[src/rtl/rf_pkg.sv]
// rf_pkg: shared defaults and the controller state encoding for rf_ctrl.
//   XLEN_DEF  - default data width
//   DEPTH_DEF - default register address width (2**DEPTH_DEF entries)
//   state_t   - controller state (CLEAR sweep, RUN normal operation)
package rf_pkg;

    localparam int XLEN_DEF  = 32;
    localparam int DEPTH_DEF = 5;

    typedef enum logic {
        CLEAR = 1'b0,
        RUN   = 1'b1
    } state_t;

endpackage

[src/rtl/sync_sram.sv]
// sync_sram: 2**AW x XLEN storage array, one write port and two read ports,
// all synchronous to clk. Read data registers only update when their read
// enable is high, so they hold the last word read otherwise. A read and a
// write to the same address in one cycle return the old word; rf_ctrl
// supplies the bypass.
//   clk            - clock
//   we/waddr/wdata - write port
//   re1/raddr1     - read port 1 request, rdata1 valid next cycle
//   re2/raddr2     - read port 2 request, rdata2 valid next cycle
module sync_sram
    import rf_pkg::*;
#(
    parameter int XLEN = XLEN_DEF,
    parameter int AW   = DEPTH_DEF
) (
    input  logic            clk,
    input  logic            we,
    input  logic [AW-1:0]   waddr,
    input  logic [XLEN-1:0] wdata,
    input  logic            re1,
    input  logic [AW-1:0]   raddr1,
    output logic [XLEN-1:0] rdata1,
    input  logic            re2,
    input  logic [AW-1:0]   raddr2,
    output logic [XLEN-1:0] rdata2
);

    logic [XLEN-1:0] mem [2**AW];

    always_ff @(posedge clk) begin
        if (we) begin
            mem[waddr] <= wdata;
        end
        if (re1) begin
            rdata1 <= mem[raddr1];
        end
        if (re2) begin
            rdata2 <= mem[raddr2];
        end
    end

endmodule

[src/rtl/rf_ctrl.sv]
// rf_ctrl: register-file controller around one sync_sram. After reset it
// sweeps zeros into entries 1..2**depth-1, then serves two core read ports,
// a writeback port and a debug port. Entry 0 always reads as zero.
//   clk, rst_n                 - clock, async active-low reset
//   rf_ready                   - sweep finished, core may issue accesses
//   rs1_en/rs1_addr/rs1_data   - core read port 1 (data one cycle later)
//   rs2_en/rs2_addr/rs2_data   - core read port 2 (shared with debug reads)
//   wb_we/wb_addr/wb_data      - writeback port (priority over debug write)
//   dbg_req/dbg_we/dbg_addr/dbg_wdata/dbg_ready - debug request handshake
//   dbg_rvalid/dbg_rdata       - debug read response, one cycle after accept
//
// state | meaning
// ------+----------------------------------------------------------------
// CLEAR | sweep writes 0 to entry sweep_cnt each cycle; all requests ignored
// RUN   | normal operation, rf_ready=1
module rf_ctrl
    import rf_pkg::*;
#(
    parameter int XLEN  = XLEN_DEF,
    parameter int depth = DEPTH_DEF
) (
    input  logic             clk,
    input  logic             rst_n,
    output logic             rf_ready,
    input  logic             rs1_en,
    input  logic [depth-1:0] rs1_addr,
    output logic [XLEN-1:0]  rs1_data,
    input  logic             rs2_en,
    input  logic [depth-1:0] rs2_addr,
    output logic [XLEN-1:0]  rs2_data,
    input  logic             wb_we,
    input  logic [depth-1:0] wb_addr,
    input  logic [XLEN-1:0]  wb_data,
    input  logic             dbg_req,
    input  logic             dbg_we,
    input  logic [depth-1:0] dbg_addr,
    input  logic [XLEN-1:0]  dbg_wdata,
    output logic             dbg_ready,
    output logic             dbg_rvalid,
    output logic [XLEN-1:0]  dbg_rdata
);

    state_t           state;
    logic [depth-1:0] sweep_cnt;
    logic             run;

    logic             dbg_wr_acc;
    logic             dbg_rd_acc;

    logic             mem_we;
    logic [depth-1:0] mem_waddr;
    logic [XLEN-1:0]  mem_wdata;

    logic             rd1_issue;
    logic             rd2_rs;
    logic             rd2_issue;
    logic [depth-1:0] rd2_addr;
    logic             hit1;
    logic             hit2;

    logic [XLEN-1:0]  sram_rd1;
    logic [XLEN-1:0]  sram_rd2;

    // Per read port: what the last read resolved to (zero / bypass / SRAM).
    logic             p1_zero, p1_byp;
    logic [XLEN-1:0]  p1_byp_data;
    logic             p2_zero, p2_byp;
    logic [XLEN-1:0]  p2_byp_data;
    logic [XLEN-1:0]  p1_val;
    logic [XLEN-1:0]  p2_val;

    // Port 2 is shared: rs2_live says its registers still belong to rs2.
    // Once a debug read takes the port, rs2_hold keeps the last rs2 value.
    logic             rs1_live;
    logic             rs2_live;
    logic [XLEN-1:0]  rs2_hold;
    logic [XLEN-1:0]  dbg_hold;

    assign run = (state == RUN);

    assign dbg_wr_acc = run & dbg_req &  dbg_we & ~wb_we;
    assign dbg_rd_acc = run & dbg_req & ~dbg_we & ~rs2_en;
    assign dbg_ready  = dbg_wr_acc | dbg_rd_acc;

    // Write port: sweep in CLEAR, writeback first in RUN, then debug.
    always_comb begin
        mem_we    = 1'b0;
        mem_waddr = sweep_cnt;
        mem_wdata = '0;
        if (!run) begin
            mem_we = 1'b1;
        end else if (wb_we) begin
            mem_we    = (wb_addr != '0);
            mem_waddr = wb_addr;
            mem_wdata = wb_data;
        end else if (dbg_wr_acc) begin
            mem_we    = (dbg_addr != '0);
            mem_waddr = dbg_addr;
            mem_wdata = dbg_wdata;
        end
    end

    assign rd1_issue = run & rs1_en;
    assign rd2_rs    = run & rs2_en;
    assign rd2_issue = rd2_rs | dbg_rd_acc;
    assign rd2_addr  = rs2_en ? rs2_addr : dbg_addr;

    // mem_we is never set for entry 0 in RUN, so no hit on address 0.
    assign hit1 = run & mem_we & (mem_waddr == rs1_addr);
    assign hit2 = run & mem_we & (mem_waddr == rd2_addr);

    sync_sram #(
        .XLEN (XLEN),
        .AW   (depth)
    ) u_sram (
        .clk    (clk),
        .we     (mem_we),
        .waddr  (mem_waddr),
        .wdata  (mem_wdata),
        .re1    (rd1_issue),
        .raddr1 (rs1_addr),
        .rdata1 (sram_rd1),
        .re2    (rd2_issue),
        .raddr2 (rd2_addr),
        .rdata2 (sram_rd2)
    );

    always_ff @(posedge clk or negedge rst_n) begin
        if (!rst_n) begin
            state     <= CLEAR;
            sweep_cnt <= depth'(1);
            rf_ready  <= 1'b0;
        end else begin
            case (state)
                CLEAR: begin
                    sweep_cnt <= sweep_cnt + 1'b1;
                    if (sweep_cnt == '1) begin
                        state    <= RUN;
                        rf_ready <= 1'b1;
                    end
                end
                RUN: begin
                    rf_ready <= 1'b1;
                end
                default: begin
                    state    <= CLEAR;
                    rf_ready <= 1'b0;
                end
            endcase
        end
    end

    assign p1_val = p1_zero ? '0 : (p1_byp ? p1_byp_data : sram_rd1);
    assign p2_val = p2_zero ? '0 : (p2_byp ? p2_byp_data : sram_rd2);

    // The SRAM read registers have no reset; until the first read after
    // reset the outputs show the (reset) hold values instead.
    assign rs1_data  = rs1_live   ? p1_val : '0;
    assign rs2_data  = rs2_live   ? p2_val : rs2_hold;
    assign dbg_rdata = dbg_rvalid ? p2_val : dbg_hold;

    always_ff @(posedge clk or negedge rst_n) begin
        if (!rst_n) begin
            p1_zero     <= 1'b0;
            p1_byp      <= 1'b0;
            p1_byp_data <= '0;
            p2_zero     <= 1'b0;
            p2_byp      <= 1'b0;
            p2_byp_data <= '0;
            rs1_live    <= 1'b0;
            rs2_live    <= 1'b0;
            rs2_hold    <= '0;
            dbg_hold    <= '0;
            dbg_rvalid  <= 1'b0;
        end else begin
            if (rd1_issue) begin
                p1_zero     <= (rs1_addr == '0);
                p1_byp      <= hit1;
                p1_byp_data <= mem_wdata;
                rs1_live    <= 1'b1;
            end
            if (rd2_issue) begin
                p2_zero     <= (rd2_addr == '0);
                p2_byp      <= hit2;
                p2_byp_data <= mem_wdata;
            end
            if (rd2_rs) begin
                rs2_live <= 1'b1;
            end else if (dbg_rd_acc) begin
                rs2_live <= 1'b0;
                if (rs2_live) begin
                    rs2_hold <= p2_val;
                end
            end
            if (dbg_rvalid) begin
                dbg_hold <= p2_val;
            end
            dbg_rvalid <= dbg_rd_acc;
        end
    end

endmodule

[config.mk]
export PLATFORM = sky130hd
export DESIGN_NAME = rf_ctrl
export DESIGN_NICKNAME = d
export VERILOG_FILES = /design/src/rtl/rf_pkg.sv /design/src/rtl/sync_sram.sv /design/src/rtl/rf_ctrl.sv
export SDC_FILE = /design/constraint.sdc
export NUM_CORES = 2
export LEC_CHECK = 0
export CAP_MARGIN = 10
export CORE_ASPECT_RATIO = 2
export CORE_MARGIN = 10
export CORE_UTILIZATION = 45
export DETAILED_ROUTE_END_ITERATION = 10
export GPL_TIMING_DRIVEN = 0
export PLACE_DENSITY = 0.61
export SYNTH_ARGS = -nofsm -noshare
export SYNTH_HDL_FRONTEND = slang
export SYNTH_SLANG_ARGS = --single-unit
export TNS_END_PERCENT = 10
[constraint.sdc]
create_clock -name clk -period 4.2 [get_ports clk]
set_input_delay 1.26 -clock clk [delete_from_list [all_inputs] [get_ports clk]]
set_output_delay 1.26 -clock clk [all_outputs]
set_load 0.01 [all_outputs]
-- Word-level counts from Yosys, hierarchy flattened
Memories as Yosys holds them, arrays and structs flattened. A register that Yosys moved wholly into a read port is not among the register bits.
Cells that the tools add are included.
- word-level logic and storage cells: 68
- flip-flop bits (word level): 142
- memories: 1
- input port bits: 91
- RAM bits: 1024
- muxes and demuxes: 25
- reduce and logical (&&, ||, !) cells: 6
- add/sub/neg operators: 1
- eq/ne operators: 4
- bitwise operators: 17
- memory list (memory ; depth ; bits a word ; rd ports ; clocked after Yosys merged registers in ; wr ports ; line ; text):
    u_sram.mem ; 32 ; 32 ; 2 ; 2 ; 1 ; sync_sram.sv:28 ; logic [XLEN-1:0] mem [2**AW];
- operator list (operator ; number):
    32-bit 2-to-1 mux ; 10
    5-bit 2-to-1 mux ; 4
    1-bit AND ; 10
    5-bit == test ; 2
    5-bit logical NOT ; 2
    1-bit 2-to-1 mux ; 10
    5-bit nonzero test ; 2
    5-bit by 1-bit adder with 5-bit output, second input constant ; 1
    5-bit == test, second input constant ; 1
    1-bit NOT ; 5
    2-bit inequality test, second input constant ; 1
    1-bit bitwise OR ; 2
    1-bit one-hot mux with 2 select lines ; 1
    2-bit AND reduction ; 1
    2-bit nonzero test ; 1

-- Depth between registers and ports, before layout
- word-level depth: 8
- depth in mapped cells: 11

-- By module
From an unflattened synthesis, not the netlist that was laid out.
- cells, all modules: 4172
- area, all modules: 58447.3 um^2
- by module, submodules not included (module ; instances ; area an instance (um^2) ; sequential area each (um^2) ; cells each):
    sync_sram ; 1 ; 50711.1 ; 32671.3 ; 3450
    rf_ctrl ; 1 ; 7736.2 ; 3554.7 ; 722

-- Least setup slack after synthesis
OpenSTA, ideal clock, no wires.
- path type: input-to-reg
- start point: input wb_we
- end point: memory u_sram.mem[26][0] in the netlist's numbering, enable pin
- library setup time: 0.421 ns
- path slack: -0.136 ns
- stages on the path: 7
- arrival: 3.915 ns
- cell sequence: clkbuf_1 nand3b_1 o22ai_1 a2bb2oi_1 nor2b_1 nand2_1 nor2_1
- cells in the longest elaborated chain, start to end: 7
- elaborated cells between the ends (all ways): 10
- ends and longest elaborated chain (what ; line ; text):
    from (decl) ; rf_ctrl.sv:31 ; input logic wb_we,
    1-bit NOT ; rf_ctrl.sv:81 ; assign dbg_wr_acc = run & dbg_req & dbg_we & ~wb_we;
    1-bit AND ; rf_ctrl.sv:81 ;
    1-bit 2-to-1 mux ; rf_ctrl.sv:96 ; end else if (dbg_wr_acc) begin
    1-bit 2-to-1 mux ; rf_ctrl.sv:92 ; end else if (wb_we) begin
    1-bit 2-to-1 mux ; rf_ctrl.sv:90 ; if (!run) begin
    1-bit 2-to-1 mux ; sync_sram.sv:31 ; if (we) begin
    1-bit 2-to-1 mux (not written as such) ; sync_sram.sv:32 ; mem[waddr] <= wdata;
    to (decl) ; sync_sram.sv:28 ;
Several ways; a longest one is shown, not always the timed one.

==> flow_summary.ini <==
[yosys]
synth_area_mm2 = 0.0570
synth_edf_count = 1088
ys_ff_latch = 1230
yosys_warnings = 0
async_flop_share_pct = 11.5
yosysSeqAreaShare_pct = 63.5
ys_types = 63
syn_area_per_cell_um2 = 16.6
synthFlopType = edfxtp_1
syn-instance-count = 3436
syn-num-nets = 3529

[placed_design]
dpl.hpwl_mm = 162
pre_cts_ws_ns = -1.80
gp_congestion = 1.01
placed_area_mm2 = 0.0626
port_buffers = 183

[routing]
antenna_left = 0
drc = 0
wirelength_mm = 217
drt-initial-drc-count = 4968
routedWlPerCell_um = 38.8
viasPerCell = 6.69
dr_total_vias = 37500
drt_first_pass_iters = 6

[critical_path]
path_common_cell = clkbuf_1
r2r_cells = 7
cp-start-kind = primary input
slowest_delay_ns = 1.04
end_kind = flip-flop
critPathKind = in2reg
cp_cell_sequence = clkbuf_1, clkbuf_1, clkbuf_1, mux4_2, mux4_2, mux2_2
critPathArrivalTime_ns = 4.88
required_ns = 4.69
path_max_fanout = 10
critPathSlowestCell = clkbuf_1

[clock_network]
clock_sinks = 1230
htree_levels = 3
clk_pin_slew_ns = 0.07
clock_path_buffers = 3
cts_buffers = 106
root_buffer = clkbuf_16
clock_latency_ns = 0.76
cts_tree = done

[sta]
drv_slew = 0
min_period_ns = 4.39
setup-violations-final = 115
tightest_slew_ns = 1.45
hold_ws_ns = 0.471
fin_skew_ns = 0.0308
fmax_mhz = 228
relSlewSlack_pct = 3.07
layout_setup_ws_ns = -0.186
final_hold_viol_count = 0
fin_crit_sh_pct = 104
rsz0062_at_grt = true

[grt]
track_usage_pct = 30.2
antenna_found_initial = 19
grt-ovfl-total = 0
grt_pass1_vias = 38200
grt_pass1_wl_mm = 297
grt_max_degree = 90

[power_and_ir_drop]
power_density_mw_per_mm2 = 419
leakage_nw = 22.9
peakVddDrop_uv = 345
power_mw = 27.9

[run_status]
violations = negative setup slack
run_status = finished with violations

[finish]
fillers = 10200
nNetsFinal = 3922
drive_gt1_share_pct = 28.8
syn2layout_area_growth_pct = 17.1
final_util_pct = 53.1
design_area_mm2 = 0.0668
final_common_cell = edfxtp_1
final_cell_mix = 1088 x edfxtp_1, 486 x mux4_2, 426 x nand2_1

[floorplanning]
fp.coreArea_mm2 = 0.126
fp.dieW_um = 272
rows = 184
io-pin-count = 190
die_y_um = 523
die_area_mm2 = 0.142
start_util_pct = 45.3

[job]
drv_cap = 0

[hold_path]
holdCritPathClass = in2async
-- registers in the layout (all words and copies together) (netlist names) --
name,count
sweep_cnt,5
rs2_live,1
p1_zero,1
p2_byp,1
p1_byp_data,32
rf_ready,1
u_sram.rdata1,32
p2_byp_data,32
dbg_rvalid,1
p2_zero,1
u_sram.rdata2,32
rs2_hold,32
u_sram.mem,1024
rs1_live,1
run,1
p1_byp,1
dbg_hold,32
-- through the flow --
step                std cells  setup TNS (ns)
detailed placement       5369         -871.50
finish                   5605           -6.24
global route             5596          -16.04
floorplan                3436          -67.51
global placement         5293        -5100.00
CTS                      5571          -58.23
-- power by group --
group / total [mW] / switching, mW / internal (mW)
combinational: 3.98 / 2.47 / 1.51
sequential: 13.9 / 0.131 / 13.7
clock: 10.1 / 4.71 / 5.39
-- final timing paths --
path	start	to	slack, ns
worst max-delay path	rs1_addr[1]	u_sram.rdata1[29]	-0.19
worst min-delay path	rst_n	sweep_cnt[3]	0.47
worst max register to register	run	u_sram.mem[3][12]	0.55
worst min register to register	rs1_live	rs1_live	0.48
max in group asynchronous	rst_n	p1_byp_data[16]	2.83
min in group clk	rs1_live	rs1_live	0.48
-- synthesized netlist by cell type, types with 8 or more instances --
cell          n  area (um^2)
a2111oi_0    25          219
a2111oi_1    33          330
a21oi_1     127          636
a22oi_1      65          488
and3_1       32          200
buf_1        22         82.6
buf_2        64          320
buf_6        12          135
clkbuf_1    167          627
dfrtp_1     141         3530
edfxtp_1   1088        32700
inv_1         9         33.8
mux2_2      133         1500
mux2i_1      95          951
mux4_2      486        10900
nand2_1     428         1610
nand2b_1      8         50.1
nand3_1      72          360
nor2_1      150          563
o211ai_1     30          225
o21ai_0     147          736
o21ai_1      16         80.1
o22ai_1       8         50.1
-- routing by layer --
layer / up-vias / global-route usage (%) / routed length (um)
met5: - / 0 / 46
met4: 8 / 23.7 / 19600
met3: 840 / 7.27 / 20400
met2: 2664 / 53.1 / 112000
met1: 19300 / 30.4 / 64900
li1: 14700 / - / -
-- cells by family after synthesis --
group / after synthesis / share of synthesized area, %
buffers and inverters: 276 / 2.13
multiplexers: 717 / 23.6
AO/OA/AOI/OAI: 490 / 5.45
flip-flops: 1230 / 63.5
adder cells (fa/ha/maj): 2 / 0.0439
XOR/XNOR: 6 / 0.0922
AND/OR/NAND/NOR: 715 / 5.16
-- final cells by class --
cell class | count | area [um^2] | area share (%)
plain buffers | 264 | 1320 | 1.98
well taps | 1674 | 2090 | 3.14
flip-flops and latches | 1230 | 36200 | 54.3
repair buffers | 288 | 3430 | 5.14
clock inverters | 68 | 619 | 0.928
diodes | 11 | 27.5 | 0.0412
clock buffers | 131 | 2820 | 4.22
multi-input cells | 1930 | 20200 | 30.2
inverters | 9 | 33.8 | 0.0506
-- critical path: cells and delay by family --
family / cells / cell delay, ns
buffers and inverters: 3 / 2.25
muxes: 3 / 1.34
-- what timing repair did --
item                                    4_1_cts  5_1_grt
buffers inserted                              6       23
hold buffers                                  0        0
endpoints found under the setup margin      580      866
pin swaps                                    14       11
cloned                                        0        0
resized for setup                           113       47
(Power assumes the default switching activity.)
